## src/rtl/dram_rr_arbiter.sv

```systemverilog
// dram_rr_arbiter
// ---------------------------------------------------------------------------
// Two-port round-robin arbiter that shares one SDRAM controller between two
// masters. Port 1 is a read-only streaming fetcher. Port 2 is the CPU and
// issues reads and writes.
//
// Operation:
//   - IDLE: grant one port. When both ports request, the port that was not
//     granted last wins.
//   - READ / WRITE: hold the controller request, address and write data
//     stable until the matching completion pulse arrives.
//   - RECOVER: lasts one cycle. The master sees its completion pulse here.
//     Requests are ignored so the master can drop its request.
//
// Ports:
//   clk, rst                   clock, synchronous active-high reset
//   addr1, req_read1           port 1 read request (level)
//   data1, data_valid1         port 1 read data and completion pulse
//   addr2, data_in2            port 2 address and write data
//   req_read2, req_write2      port 2 requests (level); write has priority
//   data_out2, data_valid2     port 2 read data and completion pulse
//   write_complete2            port 2 write completion pulse
//   dram_addr, dram_data_in    address and write data to the controller
//   dram_req_read/_write       controller requests (level)
//   dram_data_out              read data from the controller
//   dram_data_out_valid        controller read-done pulse
//   dram_write_complete        controller write-done pulse
//   busy                       high whenever the state is not IDLE
//   timeout_err                sticky timeout flag (only with the macro below)
//
// Optional build macro DRAM_ARB_TIMEOUT_EN:
//   Aborts a transaction that is not completed within TIMEOUT cycles.
//   A timed-out read returns 32'hDEADBEEF.
// ---------------------------------------------------------------------------
module dram_rr_arbiter #(
  parameter int ADDR_W  = 24,
  parameter int DATA_W  = 32,
  parameter int TIMEOUT = 255
) (
  input  logic              clk,
  input  logic              rst,
  input  logic [ADDR_W-1:0] addr1,
  input  logic              req_read1,
  output logic [DATA_W-1:0] data1,
  output logic              data_valid1,
  input  logic [ADDR_W-1:0] addr2,
  input  logic [DATA_W-1:0] data_in2,
  input  logic              req_read2,
  input  logic              req_write2,
  output logic [DATA_W-1:0] data_out2,
  output logic              data_valid2,
  output logic              write_complete2,
  output logic [ADDR_W-1:0] dram_addr,
  output logic [DATA_W-1:0] dram_data_in,
  output logic              dram_req_read,
  output logic              dram_req_write,
  input  logic [DATA_W-1:0] dram_data_out,
  input  logic              dram_data_out_valid,
  input  logic              dram_write_complete,
`ifdef DRAM_ARB_TIMEOUT_EN
  output logic              timeout_err,
`endif
  output logic              busy
);

  typedef enum logic [1:0] {IDLE, READ, WRITE, RECOVER} state_t;

  state_t              state_q, state_d;
  logic [ADDR_W-1:0]   addr_q, addr_d;
  logic [DATA_W-1:0]   wdata_q, wdata_d;
  logic                port2_q, port2_d;      // granted port is port 2
  logic                last2_q, last2_d;      // last completed grant was port 2
  logic                req_rd_q, req_rd_d;
  logic                req_wr_q, req_wr_d;
  logic [DATA_W-1:0]   data1_q, data1_d;
  logic [DATA_W-1:0]   data2_q, data2_d;
  logic                dv1_q, dv1_d;
  logic                dv2_q, dv2_d;
  logic                wc2_q, wc2_d;
  logic                busy_q, busy_d;

`ifdef DRAM_ARB_TIMEOUT_EN
  localparam int CNT_W = (TIMEOUT < 2) ? 1 : $clog2(TIMEOUT + 1);
  // The counter is 0 on the first cycle after the grant. A value of
  // TIMEOUT-1 therefore marks the last cycle of waiting.
  localparam logic [CNT_W-1:0] CNT_LAST = CNT_W'(TIMEOUT - 1);
  logic [CNT_W-1:0]    cnt_q, cnt_d;
  logic                terr_q, terr_d;
`endif

  logic                want1, want2, pick2, done;
  logic [DATA_W-1:0]   rd_val;

  always_comb begin
    state_d  = state_q;
    addr_d   = addr_q;
    wdata_d  = wdata_q;
    port2_d  = port2_q;
    last2_d  = last2_q;
    req_rd_d = req_rd_q;
    req_wr_d = req_wr_q;
    data1_d  = data1_q;
    data2_d  = data2_q;
    dv1_d    = 1'b0;
    dv2_d    = 1'b0;
    wc2_d    = 1'b0;
    done     = 1'b0;
    rd_val   = dram_data_out;
`ifdef DRAM_ARB_TIMEOUT_EN
    cnt_d    = cnt_q;
    terr_d   = terr_q;
`endif

    want1 = req_read1;
    want2 = req_read2 | req_write2;
    // Port 2 wins only when port 1 is silent or port 1 was served last.
    pick2 = want2 & (~want1 | ~last2_q);

    case (state_q)
      IDLE: begin
        if (want1 | want2) begin
          port2_d = pick2;
`ifdef DRAM_ARB_TIMEOUT_EN
          cnt_d   = '0;
`endif
          if (pick2) begin
            addr_d  = addr2;
            wdata_d = data_in2;
            if (req_write2) begin
              req_wr_d = 1'b1;
              state_d  = WRITE;
            end else begin
              req_rd_d = 1'b1;
              state_d  = READ;
            end
          end else begin
            addr_d   = addr1;
            req_rd_d = 1'b1;
            state_d  = READ;
          end
        end
      end
      READ: begin
        if (dram_data_out_valid) begin
          done = 1'b1;
        end
`ifdef DRAM_ARB_TIMEOUT_EN
        else if (cnt_q == CNT_LAST) begin
          done   = 1'b1;
          rd_val = DATA_W'(32'hDEADBEEF);
          terr_d = 1'b1;
        end else begin
          cnt_d = cnt_q + 1'b1;
        end
`endif
      end
      WRITE: begin
        if (dram_write_complete) begin
          done = 1'b1;
        end
`ifdef DRAM_ARB_TIMEOUT_EN
        else if (cnt_q == CNT_LAST) begin
          done   = 1'b1;
          terr_d = 1'b1;
        end else begin
          cnt_d = cnt_q + 1'b1;
        end
`endif
      end
      RECOVER: begin
        state_d = IDLE;
      end
      default: begin
        state_d = IDLE;
      end
    endcase

    // Completion: drop the controller request. Capture the read data.
    // Arm the one-cycle master pulse, which shows during RECOVER.
    if (done) begin
      req_rd_d = 1'b0;
      req_wr_d = 1'b0;
      last2_d  = port2_q;
      state_d  = RECOVER;
      if (state_q == WRITE) begin
        wc2_d = 1'b1;
      end else if (port2_q) begin
        data2_d = rd_val;
        dv2_d   = 1'b1;
      end else begin
        data1_d = rd_val;
        dv1_d   = 1'b1;
      end
    end

    busy_d = (state_d != IDLE);
  end

  always_ff @(posedge clk) begin
    if (rst) begin
      state_q  <= IDLE;
      addr_q   <= '0;
      wdata_q  <= '0;
      port2_q  <= 1'b0;
      last2_q  <= 1'b1;
      req_rd_q <= 1'b0;
      req_wr_q <= 1'b0;
      data1_q  <= '0;
      data2_q  <= '0;
      dv1_q    <= 1'b0;
      dv2_q    <= 1'b0;
      wc2_q    <= 1'b0;
      busy_q   <= 1'b0;
`ifdef DRAM_ARB_TIMEOUT_EN
      cnt_q    <= '0;
      terr_q   <= 1'b0;
`endif
    end else begin
      state_q  <= state_d;
      addr_q   <= addr_d;
      wdata_q  <= wdata_d;
      port2_q  <= port2_d;
      last2_q  <= last2_d;
      req_rd_q <= req_rd_d;
      req_wr_q <= req_wr_d;
      data1_q  <= data1_d;
      data2_q  <= data2_d;
      dv1_q    <= dv1_d;
      dv2_q    <= dv2_d;
      wc2_q    <= wc2_d;
      busy_q   <= busy_d;
`ifdef DRAM_ARB_TIMEOUT_EN
      cnt_q    <= cnt_d;
      terr_q   <= terr_d;
`endif
    end
  end

  assign data1           = data1_q;
  assign data_valid1     = dv1_q;
  assign data_out2       = data2_q;
  assign data_valid2     = dv2_q;
  assign write_complete2 = wc2_q;
  assign dram_addr       = addr_q;
  assign dram_data_in    = wdata_q;
  assign dram_req_read   = req_rd_q;
  assign dram_req_write  = req_wr_q;
  assign busy            = busy_q;
`ifdef DRAM_ARB_TIMEOUT_EN
  assign timeout_err     = terr_q;
`endif

endmodule

```

## config.mk

```make
export PLATFORM = sky130hd
export DESIGN_NAME = dram_rr_arbiter
export DESIGN_NICKNAME = d
export VERILOG_FILES = /design/src/rtl/dram_rr_arbiter.sv
export SDC_FILE = /design/constraint.sdc
export NUM_CORES = 1
export LEC_CHECK = 0
export CAP_MARGIN = 5
export CORE_ASPECT_RATIO = 1.25
export CORE_MARGIN = 2
export CORE_UTILIZATION = 35
export DETAILED_ROUTE_END_ITERATION = 12
export DONT_BUFFER_PORTS = 1
export SLEW_MARGIN = 0
export SYNTH_ARGS = -nofsm -noshare
export SYNTH_HDL_FRONTEND = slang
export SYNTH_SLANG_ARGS = --single-unit
```

## constraint.sdc

```tcl
create_clock -name clk -period 2.02 [get_ports clk]
set_clock_uncertainty 0.05 [all_clocks]
set_input_delay 0.202 -clock clk [delete_from_list [all_inputs] [get_ports clk]]
set_output_delay 0.202 -clock clk [all_outputs]
set_load 0.02 [all_outputs]
```

Word level (Yosys, flattened, before mapping). Cells that the tools add are included.

Flip-flop bits (word level): 130. Bits of input ports: 119. Output and inout bits: 126. Word-level logic and storage cells: 51.

Equal/unequal tests: 4. Muxes and demuxes: 14. Bitwise operators: 9. Reductions and logical operators: 11.

Operators by type and width (number): two-way mux 24 bit (1); AND reduction 3 bit (4); two-way mux 2 bit (4); two-way mux 1 bit (7); inverter 1 bit (5); == test 2 bit, second input constant (2); case mux 2 bit (2 select lines) (1); AND reduction 4 bit (1); OR reduction 2 bit (2); OR 1 bit (3); OR reduction 3 bit (1); == test 2 x 1 -> 1 bit, second input constant (1); logical NOT 2 bit (1); inequality test 2 bit, second input constant (1); case mux 1 bit (2 select lines) (1); AND reduction 2 bit (1); nonzero test 2 bit (1); bitwise AND 1 bit (1).

Longest topological paths before layout.
Depth in word-level cells: 8. Gate-level depth with buffers: 8. Mapped depth without buffers: 6.

Worst setup path after synthesis. OpenSTA, ideal clock, no wires.

Path kind: flip-flop to flip-flop. From: register state_q[0]. To: register data2_q[10] (netlist: data_out2[10]). Library setup time: 132 ps. Arrival time: 1545 ps. Data required time: 1838 ps. Path slack: 293 ps. Stages on the path, launching flop included: 9. Path buffers: 2. Period minus slack after synthesis: 1727 ps. Cells stage by stage: dfxtp_1 > inv_1 > ha_1 > nand4b_1 > or2_2 > clkbuf_1 > buf_2 > nand2_1 > a21oi_1.

Word-level cells in the longest chain between the ends: 3. Elaborated cells on any way between the ends: 5. Those cells by class: eq/ne (2); mux (1); bitwise (1); reduce/logical (1).

RTL lines: from (decl) (line 68) `state_t state_q, state_d;`; from (signal assigned) (line 219) `state_q <= state_d;`; == test 2 bit / == test 2 x 1 -> 1 bit (equally long branches) (line 119, 185); case mux 1 bit (2 select lines) / inverter 1 bit (equally long branches); AND reduction 3 bit (no line) *; to (signal assigned) (line 227) `data2_q <= data2_d;`; to (decl) (line 76) `logic [DATA_W-1:0] data2_q, data2_d;`.

Mark *: on every way between the ends. The rest lies on a longest branch, timed or not. A chain may end at the register's enable or synchronous reset.

Worst setup path in the final report.
From: register state_q[0]. To: register state_q[0].

Word-level cells in the longest chain between the ends: 3. Elaborated cells on any way between the ends: 8. Those cells by class: eq/ne (3); mux (4); reduce/logical (1).

RTL lines: == test 2 bit (tied with other cells) (line 119) `case (state_q)`; case mux 2 bit (2 select lines) / case mux 1 bit (2 select lines) (equally long branches) (line 119); two-way mux 2 bit * (line 180) `if (done) begin`.

Marked as above.

==> reports/summary.md <==
Entering global routing, the biggest net connects 131 pins. HPWL reported at the end of detailed placement: 8.46 mm. Cell accounting for the most synthesized area: sky130_fd_sc_hd__dfxtp_1. The clock tree buffer depth was 2.

Once detail routing completed, the nets flagged for antenna violations numbered 0. Counting every sink on the clock net gives 130. For this run, the leading register cell type out of synthesis is sky130_fd_sc_hd__dfxtp_1. Final-report max-slew violation count: 0. The per-cell via count in the routed design works out to 5.13. Category of the critical setup timing path: register to register. The routed layout has 3862 vias. The tree is rooted in a sky130_fd_sc_hd__clkbuf_16.

The startpoint type of the worst setup path was a register. The clock tree synthesis step divided the H-tree into 4 levels. The wire length of the first global-routing pass was 17.6 mm; the transition at the pin with the smallest max-transition slack was 376 ps.

The final count of hold timing violations was 127. The number of flops mapped to enable cells by yosys was 0; the post-synthesis net count was 701. The logs give 2160 ps for the signal arrival time at the worst endpoint and 0.522 GHz for the achievable clock frequency. The fill cell instance count of the final layout was 1363; the global-route usage over all layers was 15.4%. During placement, the flow inserted port buffers numbering 0. The residual overflow from global routing was 0; the worst-case headroom to the max-slew limit was 74.9%. Synthesized flop and latch total: 130. For the final cell utilization of the core, the log shows 40.9%. The worst path meets setup with 103 ps of slack. The final reports fail on hold timing. The cell area that synthesis handed to floorplanning was 0.00485 mm2. For the antenna diode count, the log shows 0. After clock tree synthesis, the clock-pin slew on the worst setup and hold paths is 60 ps. The number of antenna violations at the first check in global routing was 0. TritonCTS built the clock tree.

In the routed design, unresolved DRC markers number 0. The netlist uses 31 different library cells. The delay of the slowest cell on the worst path is 560 ps, and the die span in y is 136 um. The tool flagged a number of max-cap violations equal to 0. For this design, the slowest cell found on the critical path is sky130_fd_sc_hd__dlygate4sd3_1. For this run, asynchronously set or reset flops after synthesis account for 0%. The area added between synthesis and finish came out at 15.6%.

The final hold slack was -182 ps; the post-route minimum period was 1920 ps. The largest fanout of any net on the critical path was 5; the effective utilization at floorplan was 35.4%. The length of the first detailed-routing pass in iterations was 4.

The top-level I/O count was 245. After the first detailed-routing iteration, the DRC count stood at 208. IR analysis of the VDD net gives a maximum drop of 742 uV.

The run gives 3 as the number of hold buffers added after cts. Setup violations remaining at the end of the flow were counted as 0. The top cell type's share of synthesized area was 53.7%. At the later pin of the worst-skew pair, clock insertion delay measures 400 ps.

Summed over all cells, the static leakage comes to 0.00203 uW. The overall routed net length is 11.8 mm. The floorplan step defined a die boundary enclosing 0.0148 mm2. Of the cells placed in the final design, the portion with a size suffix greater than 1 is 8.30%. Once the clock tree was built, the setup fixing pass inserted 0 buffers. For this design the ratio of total power to cell area is 1470 mW/mm2. TritonCTS created 17 clock buffers.

The run finished, with violations left. The number of global-route vias before repair came out at 3671. The final routed wire length divided by cell count was 15.7 um. The die span in x works out to 109 um.

In this run the standard cell core region covers 0.0137 mm2. The worst setup path is captured at a register. OpenSTA, run right after detailed placement, puts the worst setup slack at 51.2 ps.

The final net count was 687. The worst hold-check path type was input port to register. The Yosys step of the flow raised 0 warnings. The tools report the post-synthesis cell count as 579. The run gives 48 as the count of standard-cell rows. A synthesized cell averages 8.37 um2.

After synthesis, flip-flops and latches occupy 53.7% of the total area. Ranked by total cell area, the synthesized netlist is headed by sky130_fd_sc_hd__dfxtp_1 (54%), sky130_fd_sc_hd__nand2_1 (15%), sky130_fd_sc_hd__a21oi_1 (10%). Routability-driven placement finished with a final weighted congestion of 0.785. STA puts the critical path data required time at 2260 ps. The final cycle utilization of the critical path is 94.9%.

Traced cell by cell, the critical path runs through inv_1 -> ha_1 -> nor4b_2 -> o21ai_0 -> a31oi_1 -> dlygate4sd3_1.
-- stage by stage --
| step | std cells | setup TNS (ps) | instance area [um2] | power (uW) |
|---|---|---|---|---|
| final | 753 | 0 | 5600 | 8260 |
| after floorplan | 579 | 0 | 4850 | 4880 |
| after global placement | 718 | 0 | 4950 | 5100 |
| after global routing | 753 | -7.42 | 5600 | 8740 |
| after CTS | 753 | 0 | 5590 | 8380 |
| after detailed placement | 718 | 0 | 4950 | 5180 |
-- cell usage after synthesis, types with 2 or more instances --
cell type / instances
sky130_fd_sc_hd__dfxtp_1: 130
sky130_fd_sc_hd__o21ai_0: 2
sky130_fd_sc_hd__ha_1: 3
sky130_fd_sc_hd__clkbuf_1: 18
sky130_fd_sc_hd__nand2b_1: 2
sky130_fd_sc_hd__mux2i_1: 24
sky130_fd_sc_hd__a31oi_1: 2
sky130_fd_sc_hd__nand2_1: 195
sky130_fd_sc_hd__nor2_1: 32
sky130_fd_sc_hd__a21oi_1: 98
sky130_fd_sc_hd__nor3_1: 2
sky130_fd_sc_hd__buf_2: 18
sky130_fd_sc_hd__buf_4: 3
sky130_fd_sc_hd__buf_6: 4
sky130_fd_sc_hd__a211oi_1: 25
sky130_fd_sc_hd__inv_1: 6
-- flip-flops by register name, indices dropped and copies added, names as in the netlist --
name,cells
data_valid1,1
data1,32
dram_addr,24
state_q,2
busy,1
last2_q,1
dram_data_in,32
dram_req_read,1
port2_q,1
write_complete2,1
dram_req_write,1
data_out2,32
data_valid2,1
-- power by group --
group          internal, uW  switching, uW  leakage (uW)
logic                   605            905      0.000679
registers              2950            681       0.00106
clock network          1890           1220      0.000293
total                  5450           2810       0.00203
-- what timing repair did --
| item | in CTS | in global routing |
|---|---|---|
| gates resized for setup | 0 | 3 |
| endpoints found under the hold margin | 130 | 127 |
| setup endpoints to repair | 0 | 34 |
-- worst max-delay path: cells and delay by family (launching register included) --
kind	cells	cell delay (ps)
buffers and inverters	2	630
flip-flops	1	350
AND/OR/NAND/NOR	1	180
AO/OA/AOI/OAI	2	330
adder cells (fa/ha/maj)	1	260
-- logic make-up (layout without fill, tap and decap cells) --
logic type	count (synthesis)	count (layout)	synth area share, %
fa+ha+maj	3	3	0.774
compound gates	134	134	16.2
flops	130	130	53.7
simple gates	239	239	19.3
mux	24	24	4.96
buf+inv	49	48	5.11
-- placed cells by master, fill, tap and decap left out, types with 3 or more instances in the layout --
master                          instances
sky130_fd_sc_hd__a21oi_1               98
sky130_fd_sc_hd__inv_6                  6
sky130_fd_sc_hd__dlygate4sd3_1          3
sky130_fd_sc_hd__dfxtp_1              130
sky130_fd_sc_hd__nor2_2                 4
sky130_fd_sc_hd__mux2i_1               24
sky130_fd_sc_hd__nand2_1              194
sky130_fd_sc_hd__buf_4                  3
sky130_fd_sc_hd__nor2_1                28
sky130_fd_sc_hd__ha_1                   3
sky130_fd_sc_hd__buf_12                 4
sky130_fd_sc_hd__clkbuf_16             17
sky130_fd_sc_hd__a211oi_1              25
sky130_fd_sc_hd__inv_1                  6
-- per-layer routing --
layer | up-vias | share of wire (%) | track usage, % | wire (um)
met5 | - | 0 | 0 | 0
met4 | 0 | 2.8 | 8.51 | 331
met3 | 27 | 13 | 7.31 | 1540
met2 | 220 | 49 | 27.2 | 5860
met1 | 1721 | 35 | 14.3 | 4120
li1 | 1894 | - | - | -
-- final timing paths --
| check | cells after the start | to | slack, ps | start |
|---|---|---|---|---|
| worst max-delay path | 6 | state_q[0] | 100 | state_q[0] |
| worst min-delay path | 1 | dram_addr[19] | -180 | rst |
| worst max register to register | 6 | state_q[0] | 100 | state_q[0] |
| worst min register to register | 2 | port2_q | 460 | port2_q |
-- final cells by class --
type,count,area (um2),share of cell area (%)
clock inverter,14,168,2.99
inverter,6,22.5,0.402
timing repair buffer,10,133,2.37
multi-input combinational,400,2020,36.0
sequential,130,2600,46.5
clock buffer,18,439,7.84
tap,175,219,3.91
Note: power is estimated with default switching activity, not from simulation.
